===== config.mk =====
export PLATFORM = sky130hd
export DESIGN_NAME = instr_fetch_queue_flat
export DESIGN_NICKNAME = d
export VERILOG_FILES = /design/src/rtl/ifq_pkg.sv /design/src/rtl/ifq_if.sv /design/src/rtl/ifq_storage.sv /design/src/rtl/instr_fetch_queue.sv /design/src/flat_wrapper.sv
export SDC_FILE = /design/constraint.sdc
export NUM_CORES = 1
export LEC_CHECK = 0
export ABC_CLOCK_PERIOD_IN_PS = 3000
export BUFFER_PORTS_ARGS = -buffer_cell sky130_fd_sc_hd__buf_2
export CORE_MARGIN = 8
export CORE_UTILIZATION = 50
export CTS_CLUSTER_DIAMETER = 150
export DETAILED_ROUTE_END_ITERATION = 10
export GPL_TIMING_DRIVEN = 0
export PLACE_DENSITY_LB_ADDON = 0.25
export SYNTH_ARGS = -nofsm -noshare
export SYNTH_HDL_FRONTEND = slang
export SYNTH_SLANG_ARGS = --single-unit
export TNS_END_PERCENT = 30

===== constraint.sdc =====
create_clock -name clk -period 3 [get_ports clk]
set_clock_uncertainty 0.2 [all_clocks]
set_input_delay 0.3 -clock clk [delete_from_list [all_inputs] [get_ports clk]]
set_output_delay 0.3 -clock clk [all_outputs]
set_load 0.01 [all_outputs]

===== src/rtl/ifq_pkg.sv =====
// Shared types for the instruction fetch queue: entry layout, FSM states and
// a saturating increment used by the optional performance counters.
package ifq_pkg;

   localparam int INSTR_BYTES = 4;

   typedef struct packed {
      logic [31:0] pc;
      logic [31:0] instr;
   } ifq_entry_t;

   typedef enum logic [1:0] {
      S_BOOT,
      S_RUN,
      S_FULL
   } ifq_state_t;

   function automatic logic [15:0] sat_inc16(input logic [15:0] v);
      return (v == 16'hFFFF) ? v : v + 16'd1;
   endfunction

endpackage


===== src/rtl/ifq_if.sv =====
// Fetch-side and decode-side signals of the instruction fetch queue.
// The queue uses the master view; memory, branch unit and decode see the slave view.
interface ifq_if #(
   parameter int WIDTH = 32
);
   logic [WIDTH-1:0] imem_addr;
   logic [WIDTH-1:0] imem_rd;
   logic             redirect;
   logic [WIDTH-1:0] redirect_pc;
   logic             instr_valid;
   logic             instr_ready;
   logic [WIDTH-1:0] instr_out;
   logic [WIDTH-1:0] pc_out;

   modport master (
      output imem_addr, instr_valid, instr_out, pc_out,
      input  imem_rd, redirect, redirect_pc, instr_ready
   );

   modport slave (
      input  imem_addr, instr_valid, instr_out, pc_out,
      output imem_rd, redirect, redirect_pc, instr_ready
   );
endinterface


===== src/rtl/ifq_storage.sv =====
// DEPTH x {pc, instr} register array: one synchronous write port and one
// asynchronous read port. Contents are deliberately not reset.
module ifq_storage
   import ifq_pkg::*;
#(
   parameter int DEPTH = 4
) (
   input  logic                     clk_i,
   input  logic                     we_i,
   input  logic [$clog2(DEPTH)-1:0] waddr_i,
   input  ifq_entry_t               wdata_i,
   input  logic [$clog2(DEPTH)-1:0] raddr_i,
   output ifq_entry_t               rdata_o
);

   ifq_entry_t mem_q [DEPTH];

   always_ff @(posedge clk_i) begin
      if (we_i) mem_q[waddr_i] <= wdata_i;
   end

   assign rdata_o = mem_q[raddr_i];

endmodule


===== src/rtl/instr_fetch_queue.sv =====
// Fetch front-end: sequential imem fetch into a DEPTH-entry queue feeding decode,
// flushed by redirect. Define IFQ_PERF_EN to enable flush/stall counters.
module instr_fetch_queue
   import ifq_pkg::*;
#(
   parameter int               WIDTH    = 32,
   parameter int               DEPTH    = 4,
   parameter logic [WIDTH-1:0] RESET_PC = '0
) (
   input  logic         clk,
   input  logic         rst,
   ifq_if.master        bus,
   output logic [15:0]  flush_cnt,
   output logic [15:0]  stall_cnt
);

   localparam int           AW       = $clog2(DEPTH);
   localparam logic [AW:0]  FULL_CNT = (AW+1)'(DEPTH);

   ifq_state_t       state_q, state_d;
   logic [WIDTH-1:0] fetch_pc_q, fetch_pc_d;
   logic [AW-1:0]    wr_ptr_q, wr_ptr_d;
   logic [AW-1:0]    rd_ptr_q, rd_ptr_d;
   logic [AW:0]      count_q, count_d;
   logic             valid, push, pop;
   ifq_entry_t       head;

   assign valid = (count_q != '0);
   assign pop   = valid & bus.instr_ready & ~bus.redirect;
   assign push  = (state_q != S_BOOT) & ~bus.redirect & ((count_q < FULL_CNT) | pop);

   always_comb begin
      state_d    = state_q;
      fetch_pc_d = fetch_pc_q;
      wr_ptr_d   = wr_ptr_q;
      rd_ptr_d   = rd_ptr_q;
      count_d    = count_q;
      if (bus.redirect) begin
         // Redirect discards everything in flight and restarts at the word-aligned target.
         state_d    = S_RUN;
         fetch_pc_d = {bus.redirect_pc[WIDTH-1:2], 2'b00};
         wr_ptr_d   = '0;
         rd_ptr_d   = '0;
         count_d    = '0;
      end else begin
         if (push) begin
            wr_ptr_d   = wr_ptr_q + AW'(1);
            fetch_pc_d = fetch_pc_q + WIDTH'(INSTR_BYTES);
         end
         if (pop) rd_ptr_d = rd_ptr_q + AW'(1);
         case ({push, pop})
            2'b10:   count_d = count_q + (AW+1)'(1);
            2'b01:   count_d = count_q - (AW+1)'(1);
            default: count_d = count_q;
         endcase
         case (state_q)
            S_BOOT:  state_d = S_RUN;
            S_RUN:   if (count_d == FULL_CNT && !pop) state_d = S_FULL;
            S_FULL:  if (pop) state_d = S_RUN;
            default: state_d = S_RUN;
         endcase
      end
   end

   always_ff @(posedge clk or negedge rst) begin
      if (!rst) begin
         state_q    <= S_BOOT;
         fetch_pc_q <= RESET_PC;
         wr_ptr_q   <= '0;
         rd_ptr_q   <= '0;
         count_q    <= '0;
      end else begin
         state_q    <= state_d;
         fetch_pc_q <= fetch_pc_d;
         wr_ptr_q   <= wr_ptr_d;
         rd_ptr_q   <= rd_ptr_d;
         count_q    <= count_d;
      end
   end

   ifq_storage #(.DEPTH(DEPTH)) u_storage (
      .clk_i   (clk),
      .we_i    (push),
      .waddr_i (wr_ptr_q),
      .wdata_i ('{pc: fetch_pc_q, instr: bus.imem_rd}),
      .raddr_i (rd_ptr_q),
      .rdata_o (head)
   );

   // Storage is unreset, so head fields are masked to 0 while the queue is empty.
   assign bus.imem_addr   = fetch_pc_q;
   assign bus.instr_valid = valid;
   assign bus.instr_out   = valid ? head.instr : '0;
   assign bus.pc_out      = valid ? head.pc    : '0;

`ifdef IFQ_PERF_EN
   logic [15:0] flush_cnt_q, stall_cnt_q;

   always_ff @(posedge clk or negedge rst) begin
      if (!rst) begin
         flush_cnt_q <= 16'd0;
         stall_cnt_q <= 16'd0;
      end else begin
         if (bus.redirect) flush_cnt_q <= sat_inc16(flush_cnt_q);
         if (state_q == S_FULL && !pop) stall_cnt_q <= sat_inc16(stall_cnt_q);
      end
   end

   assign flush_cnt = flush_cnt_q;
   assign stall_cnt = stall_cnt_q;
`else
   assign flush_cnt = 16'd0;
   assign stall_cnt = 16'd0;
`endif

endmodule


===== src/flat_wrapper.sv =====
// flat-port wrapper written by rule: the top's interface ports become plain ports
module instr_fetch_queue_flat import ifq_pkg::*;
#(
   parameter int               WIDTH    = 32,
   parameter int               DEPTH    = 4,
   parameter logic [WIDTH-1:0] RESET_PC = '0
)
  (clk, rst, flush_cnt, stall_cnt, bus_imem_addr, bus_instr_valid, bus_instr_out, bus_pc_out, bus_imem_rd, bus_redirect, bus_redirect_pc, bus_instr_ready);
  ifq_if #(.WIDTH(WIDTH)) bus_i ();
  input  logic clk;
  input  logic rst;
  output logic [15:0] flush_cnt;
  output logic [15:0] stall_cnt;
  output wire logic [$bits(bus_i.imem_addr)-1:0] bus_imem_addr;
  output wire logic [$bits(bus_i.instr_valid)-1:0] bus_instr_valid;
  output wire logic [$bits(bus_i.instr_out)-1:0] bus_instr_out;
  output wire logic [$bits(bus_i.pc_out)-1:0] bus_pc_out;
  input wire logic [$bits(bus_i.imem_rd)-1:0] bus_imem_rd;
  input wire logic [$bits(bus_i.redirect)-1:0] bus_redirect;
  input wire logic [$bits(bus_i.redirect_pc)-1:0] bus_redirect_pc;
  input wire logic [$bits(bus_i.instr_ready)-1:0] bus_instr_ready;
  assign bus_imem_addr = bus_i.imem_addr;
  assign bus_instr_valid = bus_i.instr_valid;
  assign bus_instr_out = bus_i.instr_out;
  assign bus_pc_out = bus_i.pc_out;
  assign bus_i.imem_rd = bus_imem_rd;
  assign bus_i.redirect = bus_redirect;
  assign bus_i.redirect_pc = bus_redirect_pc;
  assign bus_i.instr_ready = bus_instr_ready;
  instr_fetch_queue #(.WIDTH(WIDTH), .DEPTH(DEPTH), .RESET_PC(RESET_PC)) u_core (.clk(clk), .rst(rst), .bus(bus_i), .flush_cnt(flush_cnt), .stall_cnt(stall_cnt));
endmodule

# --- Word level (Yosys, flattened, before mapping) ---
# Memories as Yosys holds them, arrays and structs flattened.
# Index checks and enable logic that the tools add are counted.
classes:
  reduce_logical: 7
  n_bitwise: 6
  muxes: 17
  add_sub_neg: 5
  eq_ne: 7
  order_cmp: 1
ops:
  columns: ["operator", "n"]
  rows:
  - ["32-bit 2-to-1 mux", 4]
  - ["32-bit by 3-bit adder with 32-bit output, second input constant", 1]
  - ["2-bit 2-to-1 mux", 7]
  - ["3-bit 2-to-1 mux", 2]
  - ["3-bit by 2-bit != test with 1-bit output, second input constant", 2]
  - ["3-bit case mux with 2 select lines", 1]
  - ["2-bit nonzero test", 3]
  - ["2-bit by 1-bit adder with 2-bit output, second input constant", 2]
  - ["1-bit AND", 4]
  - ["2-bit by 1-bit == test with 1-bit output, second input constant", 2]
  - ["2-bit == test, second input constant", 2]
  - ["2-bit case mux with 2 select lines", 1]
  - ["3-bit by 1-bit adder with 3-bit output, second input constant", 1]
  - ["3-bit == test, second input constant", 1]
  - ["3-bit less-than comparator, second input constant", 1]
  - ["3-bit nonzero test", 1]
  - ["3-bit by 1-bit subtractor with 3-bit output, second input constant", 1]
  - ["1-bit 2-to-1 mux", 2]
  - ["2-bit AND reduction", 1]
  - ["1-bit logical AND", 1]
  - ["1-bit zero test", 1]
  - ["1-bit inverter", 1]
  - ["1-bit OR", 1]
totals:
  ff_bits: 41
  wordCells: 49
  output_inout_bits: 129
  n_memories: 1
  ram_bits: 256
memory_table:
  columns: ["name", "depth", "word_bits", "rd", "rd_clocked_by_memory_dff", "wr", "line", "rtl"]
  rows:
  - ["u_core.u_storage.mem_q", 4, 64, 1, 0, 1, "ifq_storage.sv:16", "ifq_entry_t mem_q [DEPTH];"]

# --- Logic depth before layout (Yosys ltp) ---
logic_depth:
  ltp_word: 13
  ltp_mapped: 12
  mapped_depth_nobuf: 12

# --- Modules after synthesis ---
# Synthesis repeated with hierarchy kept, for this count alone.
hier_totals:
  cells_unflattened: 690
  hier_area_um2: 12294.3
by_module_without_submodules:
  columns: ["module", "seq_area_each_um2", "area_each_um2", "instances", "cells_each"]
  rows:
  - ["ifq_storage", 7687.4, 9341.5, 1, 338]
  - ["instr_fetch_queue", 975.9, 2952.8, 1, 352]

# --- Least setup slack after synthesis ---
# OpenSTA, ideal clock, no wires.
synth_path:
  kind: "flip-flop to flip-flop"
  start: "register u_core.count_q[0]"
  end: "register u_core.state_q[0]"
  synth_period_minus_slack_ns: 3.164
  setup_time_ns: 0.126
  stages_incl_launch_ff: 13
  n_path_buf: 1
  arrival_time_ns: 2.838
  slack_ns: -0.164
  cell_sequence: "dfrtp_1 or3_1 clkbuf_1 nand2_1 nor2_1 ha_1 inv_1 fa_1 xor2_1 nor2_1 xnor2_1 or4b_2 a221o_1"
synth_between:
  elab_chain_cells: 12
synth_lines:
  columns: ["item", "line", "rtl"]
  rows:
  - ["start, declared", "instr_fetch_queue.sv:24", "logic [AW:0] count_q, count_d;"]
  - ["start signal, assigned", "instr_fetch_queue.sv:77", "count_q <= count_d;"]
  - ["3-bit nonzero test", "instr_fetch_queue.sv:28", "assign valid = (count_q != '0);"]
  - ["1-bit AND (2 in series)", "instr_fetch_queue.sv:29", "assign pop = valid & bus.instr_ready & ~bus.redirect;"]
  - ["1-bit OR", "instr_fetch_queue.sv:30", "assign push = (state_q != S_BOOT) & ~bus.redirect & ((count_q < FULL_CNT) | pop);"]
  - ["1-bit AND", "instr_fetch_queue.sv:30", null]
  - ["2-bit by 1-bit == test with 1-bit output or 2-bit == test (tied branches)", "instr_fetch_queue.sv:51", "case ({push, pop})"]
  - ["3-bit case mux with 2 select lines", "instr_fetch_queue.sv:51", null]
  - ["3-bit 2-to-1 mux", "instr_fetch_queue.sv:38", "if (bus.redirect) begin"]
  - ["3-bit == test", "instr_fetch_queue.sv:58", "S_RUN: if (count_d == FULL_CNT && !pop) state_d = S_FULL;"]
  - ["1-bit logical AND", "instr_fetch_queue.sv:58", null]
  - ["3-bit by 2-bit != test with 1-bit output (no line)", null, null]
  - ["2-bit AND reduction (no line) *", null, null]
  - ["end signal, assigned", "instr_fetch_queue.sv:73", "state_q <= state_d;"]
  - ["end, declared", "instr_fetch_queue.sv:20", "ifq_state_t state_q, state_d;"]
# Every way passes the cells marked *; elsewhere a longest branch is shown, timed or not. The select of a mux whose other input is x is not followed.
# A chain may end at the register's enable or synchronous reset.

# --- Worst setup path after layout ---
layout_path:
  start: "register u_core.count_q[1]"
  end: "register u_core.state_q[0]"
# The elaborated chain is that of the path after synthesis.

==> metrics <==
number of remaining DRC errors 0; Final Critical Period approximately 3 ns; clk_lat worst skew 0.55 ns; Worst Hold Class in -> reg; startpoint types flip-flop; fraction of layout cells with a size suffix above 1 35.0%; area share of the largest cell type after synthesis 62.5%; IO buf count 157; WHS 0.170 ns; EDFF count, synth 248; die footprint 0.0290 sq mm; Worst Path Max Fanout 5; Setup-failing EPs final 0; FF+latch count, synth roughly 290; nets between 1,000 and 1,500; vias in the first global route just over 7,000; via/cell ratio 5.17; Area Overhead vs Synth 26.8%; Sink Count ~290; static leakage 5.60 nW; Root Driver clkbuf_16; ys async rst share roughly 14%; Initial DRC Count 330; CP arrival 3.16 ns; Netlist Area Pre-Place around 0.012 sq mm; mean routed wirelength per cell 19.9 microns; Max-cap violations 0; gpl congestion 0.767; end-of-flow core utilization approximately 64%; core area 0.0235 sq mm; Final Hold Viols 0; CTS tree built; pre-CTS setup slack -0.261 ns; Period Utilization, post-route 97.7%; clock-pin transition on the worst setup and hold timing paths around 0.06 ns; worst vdd ir approximately 0.48 mV; Syn. warnings 0; register area share after synthesis between 70% and 80%; largest area contributor in the netlist edfxtp_1; top cells by area, synth edfxtp_1 (62%), mux4_2 (12%), dfrtp_1 (8.2%); Antenna Cells 0; Max Slew Vio Count 0; RSZ-0062 raised after global routing true; power density cells between 800 and 900 mW/mm^2; post-synth cell types 41; antenna viol nets, final 0; critical path endpoint category flip-flop; first-pass detailed-route iteration total 5; Max Clock Freq 341 MHz; DR vias 6,836; Final HPWL DP 16,600 microns; Slew HR 36.6%; GRT Util Overall 18.1%; first-pass GRT wire length 40,600 microns; Final Worst Setup Slack 0.0699 ns; H-tree levels 1; Top FF cell, synth edfxtp_1; pin count of the biggest net entering global routing 50; Vert. Die Dim about 170 microns; starting density of the core 50.8%; routed wire length between 20,000 and 30,000 microns; outcome completed; chip width about 170 microns; io pins a little under 200; synthesized area per cell 17.5 sq um; Overflow after GRT 0; initial antenna violation count 0; CP Class reg -> reg; Num CTS Buffers 30; cells after synthesis roughly 680; Pwr Total 12.3 mW; clock buffer depth 3; Worst EP required 3.23 ns; Post-synth top cells edfxtp_1 (248), and2_1 (66), mux4_2 (62); Slew @ Worst Pin 0.951 ns; top-count cell post-synth edfxtp_1; Cell Rows 56
-- where the power goes --
part           internal, mW  switching [mW]  total, mW
sequential             4.98           0.273       5.26
clock                  2.31            1.45       3.76
combinational          1.57            1.71       3.27
total                  8.85            3.43       12.3
-- layout make-up --
| class | instances | area (sq um) |
|---|---|---|
| clock inverter | 19 | 215 |
| tap | 319 | 399 |
| clock buffer | 37 | 798 |
| timing repair buffer | 234 | 1590 |
| fill | 1661 | 8350 |
| sequential | 287 | 8430 |
| buffer | 66 | 433 |
| inverter | 10 | 37.5 |
| multi-input combinational | 351 | 3220 |
-- path summary, 6_finish.rpt --
kind | from | endpoint | slack [ns] | depth (start not counted)
max | u_core.count_q[1]$_DFF_PN0_ | u_core.state_q[0]$_DFFE_PN0P_ | 0.07 | 11
min | bus_redirect | u_core.bus.imem_addr[15]$_DFFE_PN0N_ | 0.17 | 4
max reg2reg | u_core.count_q[1]$_DFF_PN0_ | u_core.state_q[0]$_DFFE_PN0P_ | 0.07 | 11
min reg2reg | u_core.wr_ptr_q[1]$_DFFE_PN0N_ | u_core.wr_ptr_q[1]$_DFFE_PN0N_ | 0.40 | 2
max in group asynchronous | rst | u_core.rd_ptr_q[0]$_DFFE_PN0P_ | 1.69 | 2
min in group asynchronous | rst | u_core.bus.imem_addr[15]$_DFFE_PN0N_ | 0.25 | 2
-- per-stage QoR --
step	std cells	setup TNS [ns]	instance area (sq um)
final	1323	0	15100
after global routing	1323	-0.0300	15100
after CTS	1318	-0.164	15100
after detailed placement	1197	-0.450	13400
after global placement	1193	-344.49	13300
after floorplan	717	0	12100
-- state kept, by name, indices dropped and copies added (netlist names) --
| signal | count |
|---|---|
| u_core.u_storage.mem_q | 248 |
| u_core.state_q | 2 |
| u_core.wr_ptr_q | 2 |
| u_core.bus.imem_addr | 30 |
| u_core.count_q | 3 |
| u_core.rd_ptr_q | 2 |
-- cell usage in the layout (no fill, tap or decap), types with 31 or more instances in the layout --
master,synthesis,routed
edfxtp_1,248,248
buf_2,6,157
dlygate4sd3_1,0,65
mux4_2,62,62
and2_1,66,62
buf_4,36,45
nand2_1,39,38
dfrtp_1,39,37
conb_1,1,36
clkbuf_16,0,31
-- cells by family after synthesis --
family          after synthesis  share of synthesized area [%]
flops                       287                           70.6
simple gates                172                           8.45
buf+inv                      79                           3.84
mux                          66                           12.1
compound gates               35                           1.62
xor+xnor                     35                           2.57
fa+ha+maj                     7                          0.797
other cells                   1                         0.0314
-- what timing repair did --
action,4_1_cts,5_1_grt
setup buffers,1,7
hold buffers,65,0
endpoints found under the hold margin,201,0
endpoints found under the setup margin,61,37
resized for setup,10,9
pin swaps,1,4
-- critical path: stages, from the launching register on --
cell	delay, ns
dfrtp_1	0.40
or3_4	0.43
nand2_2	0.08
nor2_1	0.04
ha_2	0.21
inv_1	0.07
fa_2	0.19
xor2_1	0.16
nor2_1	0.07
xnor2_1	0.14
or4b_4	0.52
a221o_1	0.31
-- layer usage --
layer / track usage [%] / wire (microns)
met2: 30.9 / 13100
met1: 23.7 / 11100
met3: 3.59 / 1680
met5: 0 / 0
met4: 3.70 / 400
(Power assumes the default switching activity.)
